$ cat config.mk
export PLATFORM = sky130hd
export DESIGN_NAME = neuron_pool_tmux
export DESIGN_NICKNAME = d
export VERILOG_FILES = /design/src/rtl/neuron_pool_tmux.sv
export SDC_FILE = /design/constraint.sdc
export NUM_CORES = 2
export LEC_CHECK = 0
export CORE_AREA = 8 8 527 529
export CTS_BUF_LIST = sky130_fd_sc_hd__clkbuf_4
export CTS_CLUSTER_SIZE = 30
export DETAILED_ROUTE_END_ITERATION = 12
export DIE_AREA = 0 0 535 537
export MAX_ROUTING_LAYER = met4
export SLEW_MARGIN = 20
export SYNTH_ARGS = -nofsm -noshare
export SYNTH_HDL_FRONTEND = slang
export SYNTH_SLANG_ARGS = --single-unit
$ cat constraint.sdc
create_clock -name rawclk -period 12.3 [get_ports rawclk]
set_input_delay 3.075 -clock rawclk [delete_from_list [all_inputs] [get_ports rawclk]]
set_output_delay 3.075 -clock rawclk [all_outputs]
set_load 0.005 [all_outputs]
$ cat src/rtl/neuron_pool_tmux.sv
// neuron_pool_tmux: NUM_NEURON leaky integrate-and-fire neurons, one updated per rawclk; results publish NUM_NEURON+1 cycles after tick.
// No backpressure: a tick during a sweep is dropped and latches overrun. Define REFRACTORY_EN for per-neuron refractory counters.
module neuron_pool_tmux #(
    parameter int          NN         = 6,
    parameter int          W          = 18,
    parameter int          CNT_W      = 16,
    parameter logic [31:0] LFSR_SEED  = 32'h1234_5678,
    parameter int          REF_W      = 4,
    localparam int         NUM_NEURON = 2 ** (NN + 1)
) (
    input  logic                  rawclk,
    input  logic                  reset_global,
    input  logic [31:0]           half_cnt,
    input  logic signed [W-1:0]   i_drive,
    input  logic [7:0]            noise_amp,
    input  logic [3:0]            leak_shift,
    input  logic signed [W-1:0]   th,
    input  logic [REF_W-1:0]      ref_ticks,
    output logic                  tick,
    output logic                  busy,
    output logic                  each_spike,
    output logic [15:0]           spkid,
    output logic [NUM_NEURON-1:0] population,
    output logic                  spike,
    output logic [CNT_W-1:0]      spike_count,
    output logic                  overrun
);
    localparam int IW = NN + 1;
    localparam int XW = W + 10;
    localparam logic signed [XW-1:0] P_MAX     = XW'((2 ** (W - 1)) - 1);
    localparam logic signed [XW-1:0] P_MIN     = ~P_MAX;
    localparam logic [31:0]          LFSR_TAPS = 32'h8020_0003;

    typedef enum logic [1:0] {S_IDLE, S_RUN, S_DONE} state_t;

    state_t                r_state;
    logic [32:0]           r_div;
    logic [IW-1:0]         r_idx;
    logic [31:0]           r_lfsr;
    logic signed [W-1:0]   r_mem [NUM_NEURON];
    logic [NUM_NEURON-1:0] r_shadow;
    logic [CNT_W-1:0]      r_shadow_cnt;
    logic                  r_tick;
    logic                  r_busy;
    logic                  r_each_spike;
    logic                  r_spike;
    logic                  r_overrun;
    logic [15:0]           r_spkid;
    logic [NUM_NEURON-1:0] r_population;
    logic [CNT_W-1:0]      r_spike_count;

    logic                  w_wrap;
    logic                  w_fire;
    logic                  w_refr;
    logic signed [W-1:0]   w_v;
    logic signed [W-1:0]   w_v_sat;
    logic signed [W-1:0]   w_v_next;
    logic signed [15:0]    w_noise;
    logic signed [XW-1:0]  w_sum;

    // The divider wraps at 2*half_cnt+1, which is also the sweep start event.
    assign w_wrap  = (r_div == {half_cnt, 1'b1});
    assign w_v     = r_mem[r_idx];
    assign w_noise = $signed({{8{r_lfsr[7]}}, r_lfsr[7:0]}) * $signed({8'd0, noise_amp});
    assign w_sum   = XW'(w_v) - XW'(w_v >>> leak_shift) + XW'(i_drive) + XW'(w_noise);

    always_comb begin
        w_v_sat = w_sum[W-1:0];
        if (w_sum > P_MAX) begin
            w_v_sat = P_MAX[W-1:0];
        end else if (w_sum < P_MIN) begin
            w_v_sat = P_MIN[W-1:0];
        end
    end

`ifdef REFRACTORY_EN
    logic [REF_W-1:0] r_ref [NUM_NEURON];

    assign w_refr = (r_ref[r_idx] != '0);

    always_ff @(posedge rawclk) begin
        if (reset_global) begin
            for (int i = 0; i < NUM_NEURON; i++) r_ref[i] <= '0;
        end else if (r_state == S_RUN) begin
            if (w_fire) begin
                r_ref[r_idx] <= ref_ticks;
            end else if (w_refr) begin
                r_ref[r_idx] <= r_ref[r_idx] - 1'b1;
            end
        end
    end
`else
    logic w_ref_unused;
    assign w_refr       = 1'b0;
    assign w_ref_unused = ^ref_ticks;
`endif

    assign w_fire   = !w_refr && (w_v_sat >= th);
    assign w_v_next = (w_fire || w_refr) ? '0 : w_v_sat;

    always_ff @(posedge rawclk) begin
        if (reset_global) begin
            r_state       <= S_IDLE;
            r_div         <= '0;
            r_idx         <= '0;
            r_lfsr        <= LFSR_SEED;
            r_shadow      <= '0;
            r_shadow_cnt  <= '0;
            r_tick        <= 1'b0;
            r_busy        <= 1'b0;
            r_each_spike  <= 1'b0;
            r_spike       <= 1'b0;
            r_overrun     <= 1'b0;
            r_spkid       <= '0;
            r_population  <= '0;
            r_spike_count <= '0;
            for (int i = 0; i < NUM_NEURON; i++) r_mem[i] <= '0;
        end else begin
            r_div        <= w_wrap ? '0 : r_div + 33'd1;
            r_tick       <= w_wrap;
            r_each_spike <= 1'b0;
            if (w_wrap && r_state != S_IDLE) r_overrun <= 1'b1;
            case (r_state)
                S_IDLE: begin
                    if (w_wrap) begin
                        r_idx   <= '0;
                        r_busy  <= 1'b1;
                        r_state <= S_RUN;
                    end
                end
                S_RUN: begin
                    r_mem[r_idx] <= w_v_next;
                    r_lfsr       <= (r_lfsr >> 1) ^ (r_lfsr[0] ? LFSR_TAPS : 32'd0);
                    if (w_fire) begin
                        r_each_spike    <= 1'b1;
                        r_spkid         <= 16'(r_idx);
                        r_shadow[r_idx] <= 1'b1;
                        r_shadow_cnt    <= r_shadow_cnt + 1'b1;
                    end
                    r_idx <= r_idx + 1'b1;
                    if (r_idx == IW'(NUM_NEURON - 1)) r_state <= S_DONE;
                end
                S_DONE: begin
                    r_population  <= r_shadow;
                    r_spike_count <= r_shadow_cnt;
                    r_spike       <= |r_shadow;
                    r_shadow      <= '0;
                    r_shadow_cnt  <= '0;
                    r_busy        <= 1'b0;
                    r_state       <= S_IDLE;
                end
                default: r_state <= S_IDLE;
            endcase
        end
    end

    assign tick        = r_tick;
    assign busy        = r_busy;
    assign each_spike  = r_each_spike;
    assign spkid       = r_spkid;
    assign population  = r_population;
    assign spike       = r_spike;
    assign spike_count = r_spike_count;
    assign overrun     = r_overrun;
endmodule
# Word level (Yosys, flattened, before mapping)
# Memories as Yosys holds them, arrays and structs flattened. A register that Yosys moved wholly into a read port is not among the register bits.
# Cells that the tools add are included.
# classes
n_addsub,6
multipliers,1
n_lt_le_gt_ge,5
n_eq_ne,7
shift,1
mux,28
bitwise_logic,3
n_reduce_logical,16
# op_table
cell,count
one-hot mux 128 bit (2 select lines),1
2-to-1 mux 128 bit,1
bitwise OR 128 bit,1
OR reduction 128 bit,1
2-to-1 mux 18 bit,4
"adder 33 x 1 -> 33 bit, second input constant",1
equality test 33 bit,1
2-to-1 mux 32 bit,1
one-hot mux 16 bit (2 select lines),1
XOR 31 x 32 -> 32 bit,1
adder 28 x 16 -> 28 bit,1
adder 28 x 18 -> 28 bit,1
"greater-than comparator 28 x 18 -> 1 bit, second input constant",1
"< comparator 28 x 18 -> 1 bit, second input constant",1
2-to-1 mux 7 bit,4
>>> shifter 18 x 4 -> 28 bit,1
subtractor 18 x 28 -> 28 bit,1
greater-or-equal comparator 18 bit,1
OR reduction 18 bit,1
"adder 16 x 1 -> 16 bit, second input constant",1
multiplier 8 x 9 -> 16 bit,1
2-to-1 mux 16 bit,1
one-hot mux 7 bit (2 select lines),1
AND reduction 2 bit,5
17 further kinds,33
# totals
register_bits,374
ramBits,2304
inputBits,86
output_inout_bits,165
wordCells,82
n_memories,1
# memory_table
name,words,width,rd,rd_clocked_by_memory_dff,wr,line,rtl
r_mem,128,18,1,1,128,40,logic signed [W-1:0] r_mem [NUM_NEURON];

# Depth between registers and ports, before layout
# depth
word_depth,10
ltp_mapped,47

# Least setup slack after synthesis
# OpenSTA, ideal clock, no wires.
# synth_timing
kind,input -> register
startpoint,in noise_amp[4]
endpoint,mem r_mem[15][12] (data pin)
setup_time_ns,0.267
t_arrival_ns,12.254
t_required_ns,12.033
slack_ns,-0.221
path_stages,43
path_buffers,5
path_cell_list,and2_1 -> ha_1 -> inv_1 -> fa_1 -> inv_1 -> ha_1 -> inv_1 -> fa_1 -> inv_1 -> ha_1 -> fa_1 -> a21o_1 -> a21oi_1 -> o21bai_1 -> a21oi_1 -> o21ai_0 -> a21oi_1 -> o21bai_1 -> [... 7 more ...] -> a21oi_1 -> nand3_1 -> or3b_2 -> a32oi_1 -> nor2b_1 -> buf_2 -> buf_2 -> nor2_1 -> ha_1 -> a21boi_0 -> o2111ai_1 -> a21oi_1 -> o221ai_1 -> a21oi_1 -> clkbuf_1 -> clkbuf_1 -> clkbuf_1 -> nor3_1
# synth_rtl
item,line,rtl
"start, declared",15,"input logic [7:0] noise_amp,"
"end, declared",40,

==> results.toml <==
[status]
status = "completed"

[logic_synthesis]
syn_area_per_cell_sq_um = 12.8
synth_cell_types = 71
async_flop_share = 0
synthesis.area_sq_mm = 0.120
synth_seq_cells = 2685
ys.warnings.count = 0
yosys-top-cells-area = "edfxtp_1 57%, mux4_2 8.9%, nor2_1 7.1%"
yosysSeqAreaShare = 0.638
synth_edf_count = 2304
ys.flop_type = "edfxtp_1"
synth_cells = 9422
yosysTopAreaCell = "edfxtp_1"
synth_top_area_frac = 0.575

[routing]
drt.antenna.violating_nets = 0
first_iter_violations = 10300
vias_per_cell = 5.91
firstDrtPassIters = 6
route.detailed.drc = 0
vias = 83600
wl_um = 392000
wl_per_cell_um = 27.7

[power_and_ir_drop]
intPower_uw = 18200
p_switching_uw = 14400
p_sw_frac = 0.441
powerDensity_mw_per_mm2 = 237
combPwrFrac = 0.446
seqPwrFrac = 0.317
leakage_uw = 0.0470
pwr-share-clk = 0.237
ir_drop_mv = 0.650

[critical_path]
r2r_end = "r_mem[121][2]"
required_ns = 13.61
r2r_cells = 38
worstSetupEndpointType = "register"
critPathKind = "input port to register"
cp_data_arrival_time_ns = 13.03
cp_slowest_stage_delay_ns = 0.55
reg2reg_slack_ns = 0.71
cp-start-kind = "input port"
worstPathMaxFanout = 18
slowest_stage = "clkdlybuf4s50_1"

[die]
dieArea_sq_mm = 0.287
ios = 251
die_h_um = 537
start_util = 0.447
rows = 191
core_area_sq_mm = 0.269
die_w_um = 535

[min_path]
whs_path_depth = 2
hold_path_end = "r_lfsr[28]"
min-delay-start = "r_lfsr[29]"
hold_path_class = "register to register"

[sta]
relSlewSlack = 0.232
grt_setup_unrepaired = "false"
finalSetupViolations = 0
min_period_ns = 11.73
skew_ns = 0.177
fin_crit_sh = 0.953
tightest_slew_ns = 1.15
hold_violations = 0
hold_ws_ns = 0.420
maxSlewViolCount = 0
fin_tns_setup_ns = 0
max_freq_mhz = 85.3

[job]
maxCapViolations = 0

[finish]
drive_gt1_frac = 0.210
area_growth_pct = 14.2
multi_input_area_sq_mm = 0.0395
fin_nets = 10300
register_area_sq_mm = 0.0768
fill_cells = 23200

[grt]
antenna_found_initial = 29
grt.total_usage = 0.273
grt_pass1_wl_um = 561000
grt_max_degree = 107
grt_overflow = 0
grt_pass1_vias = 82900

[clock_tree]
clock_path_buffers = 4
clock_sinks = 2685
clk_latency_ns = 1.61
cts_tree = "done"
cts-root-buf = "clkbuf_4"
cts_max_level = 6
clk_pin_slew_worst_paths_ns = 0.06
cts_buffers = 693

[place]
gp_congestion = 0.930
post-dp-hpwl_um = 257000
io_buffers = 237
[worst max-delay path by stage]
stage / start / to / slack [ns] / depth (start not counted)
2_1_floorplan: noise_amp[4] / r_mem[127][4] / -0.0008 / 45
3_3_place_gp: noise_amp[3] / r_mem[29][0] / -0.88 / 43
3_5_place_dp: noise_amp[2] / r_mem[121][2] / -0.99 / 44
4_1_cts: noise_amp[2] / r_mem[121][2] / 0.54 / 44
5_1_grt: noise_amp[3] / r_mem[123][2] / 0.07 / 45
6_report: noise_amp[3] / r_mem[121][2] / 0.57 / 43
[placed cells by master (no fill, tap or decap), drive strengths merged, types with 46 or more instances in the layout]
| cell | count |
|---|---|
| buf | 500 |
| or3 | 135 |
| nand2 | 792 |
| nor3 | 286 |
| mux4 | 475 |
| inv | 175 |
| and2 | 53 |
| fa | 71 |
| mux2i | 309 |
| nor2 | 2290 |
| clkbuf | 1024 |
| nand3 | 71 |
| diode | 46 |
| a221oi | 60 |
| dfxtp | 381 |
| xnor2 | 57 |
| o21ai | 61 |
| a22oi | 147 |
| a21oi | 361 |
| clkdlybuf4s50 | 236 |
| clkinv | 131 |
| edfxtp | 2304 |
| ha | 85 |
[final cells by class]
cell class | count | area share
clock buffer | 1023 | 0.0559
antenna | 46 | 0.000837
inverter | 142 | 0.00393
clock inverter | 175 | 0.00768
multi-input combinational | 5759 | 0.287
timing repair buffer | 738 | 0.0530
sequential | 2685 | 0.559
tap | 3570 | 0.0325
[synthesized netlist by cell type (all sizes together), types with 17 or more instances]
cell type	instances
edfxtp	2304
nor2	2290
nand2	792
mux4	475
clkbuf	441
buf	403
dfxtp	381
a21oi	361
mux2i	309
nor3	286
a22oi	147
inv	141
or3	135
ha	85
fa	71
nand3	71
o21ai	61
a221oi	60
xnor2	57
and2	53
mux2	42
nor4	42
a21o	41
xor2	40
nand4	37
a22o	31
o2111ai	28
and3	25
o211ai	23
nor2b	20
nand2b	18
a211oi	17
[layer usage]
layer  wire length, um  GRT usage  part of all wire
met1            149000      0.350              0.38
met2            180000      0.414              0.46
met3             45300     0.0696              0.12
met4             17100      0.114             0.044
met5                 0          -                 0
[cell families (layout without fill, tap and decap cells)]
group	Yosys count	in the layout	synth area share
AOI/OAI and AO/OA	872	872	0.0478
xor gates and xnor gates	97	97	0.00706
adders and majority gates	156	156	0.0206
buffers and inverters	986	2078	0.0376
DFF	2685	2685	0.638
muxes	826	826	0.119
other	1	55	0.0000312
and+or+nand+nor	3799	3799	0.130
[per-stage QoR]
step	instance area (sq um)	setup WS [ns]	cells	util	power, uW
floorplan	120000	-0.000790	9430	-	17600
global placement	129000	-0.884	12900	0.477	24500
detailed placement	129000	-0.991	12900	0.477	24700
CTS	137000	0.537	14100	0.510	32400
global route	137000	0.0713	14100	0.510	33700
finish	137000	0.574	14100	0.510	32600
[power by group through the flow]
stage	registers [uW]	clock network (uW)	logic, uW
after floorplan	10500	0	7140
after global placement	10500	0	14000
after detailed placement	10500	0	14200
after CTS	10300	7830	14300
after global routing	10400	8300	15100
final	10300	7730	14500
[timing repair]
action,CTS,global route
resized for setup,0,1
buffers inserted,0,0
endpoints found under the setup margin,0,1
hold buffers,0,0
[state kept, by name (all words and copies together) (netlist names), 16 cells and up, named ones only]
| name | flops |
|---|---|
| population | 128 |
| r_div | 33 |
| r_lfsr | 32 |
| r_mem | 2304 |
| r_shadow | 128 |
| r_shadow_cnt | 16 |
| spike_count | 16 |
[worst max-delay path: cells and delay by family]
family          cells  cell delay [ns]
buf+inv            10             1.67
compound gates     17             3.03
xor+xnor            1             0.22
simple gates        5             1.35
fa+ha+maj           9             3.28
mux                 1             0.37
No activity file was read; power rests on OpenSTA's default activity.
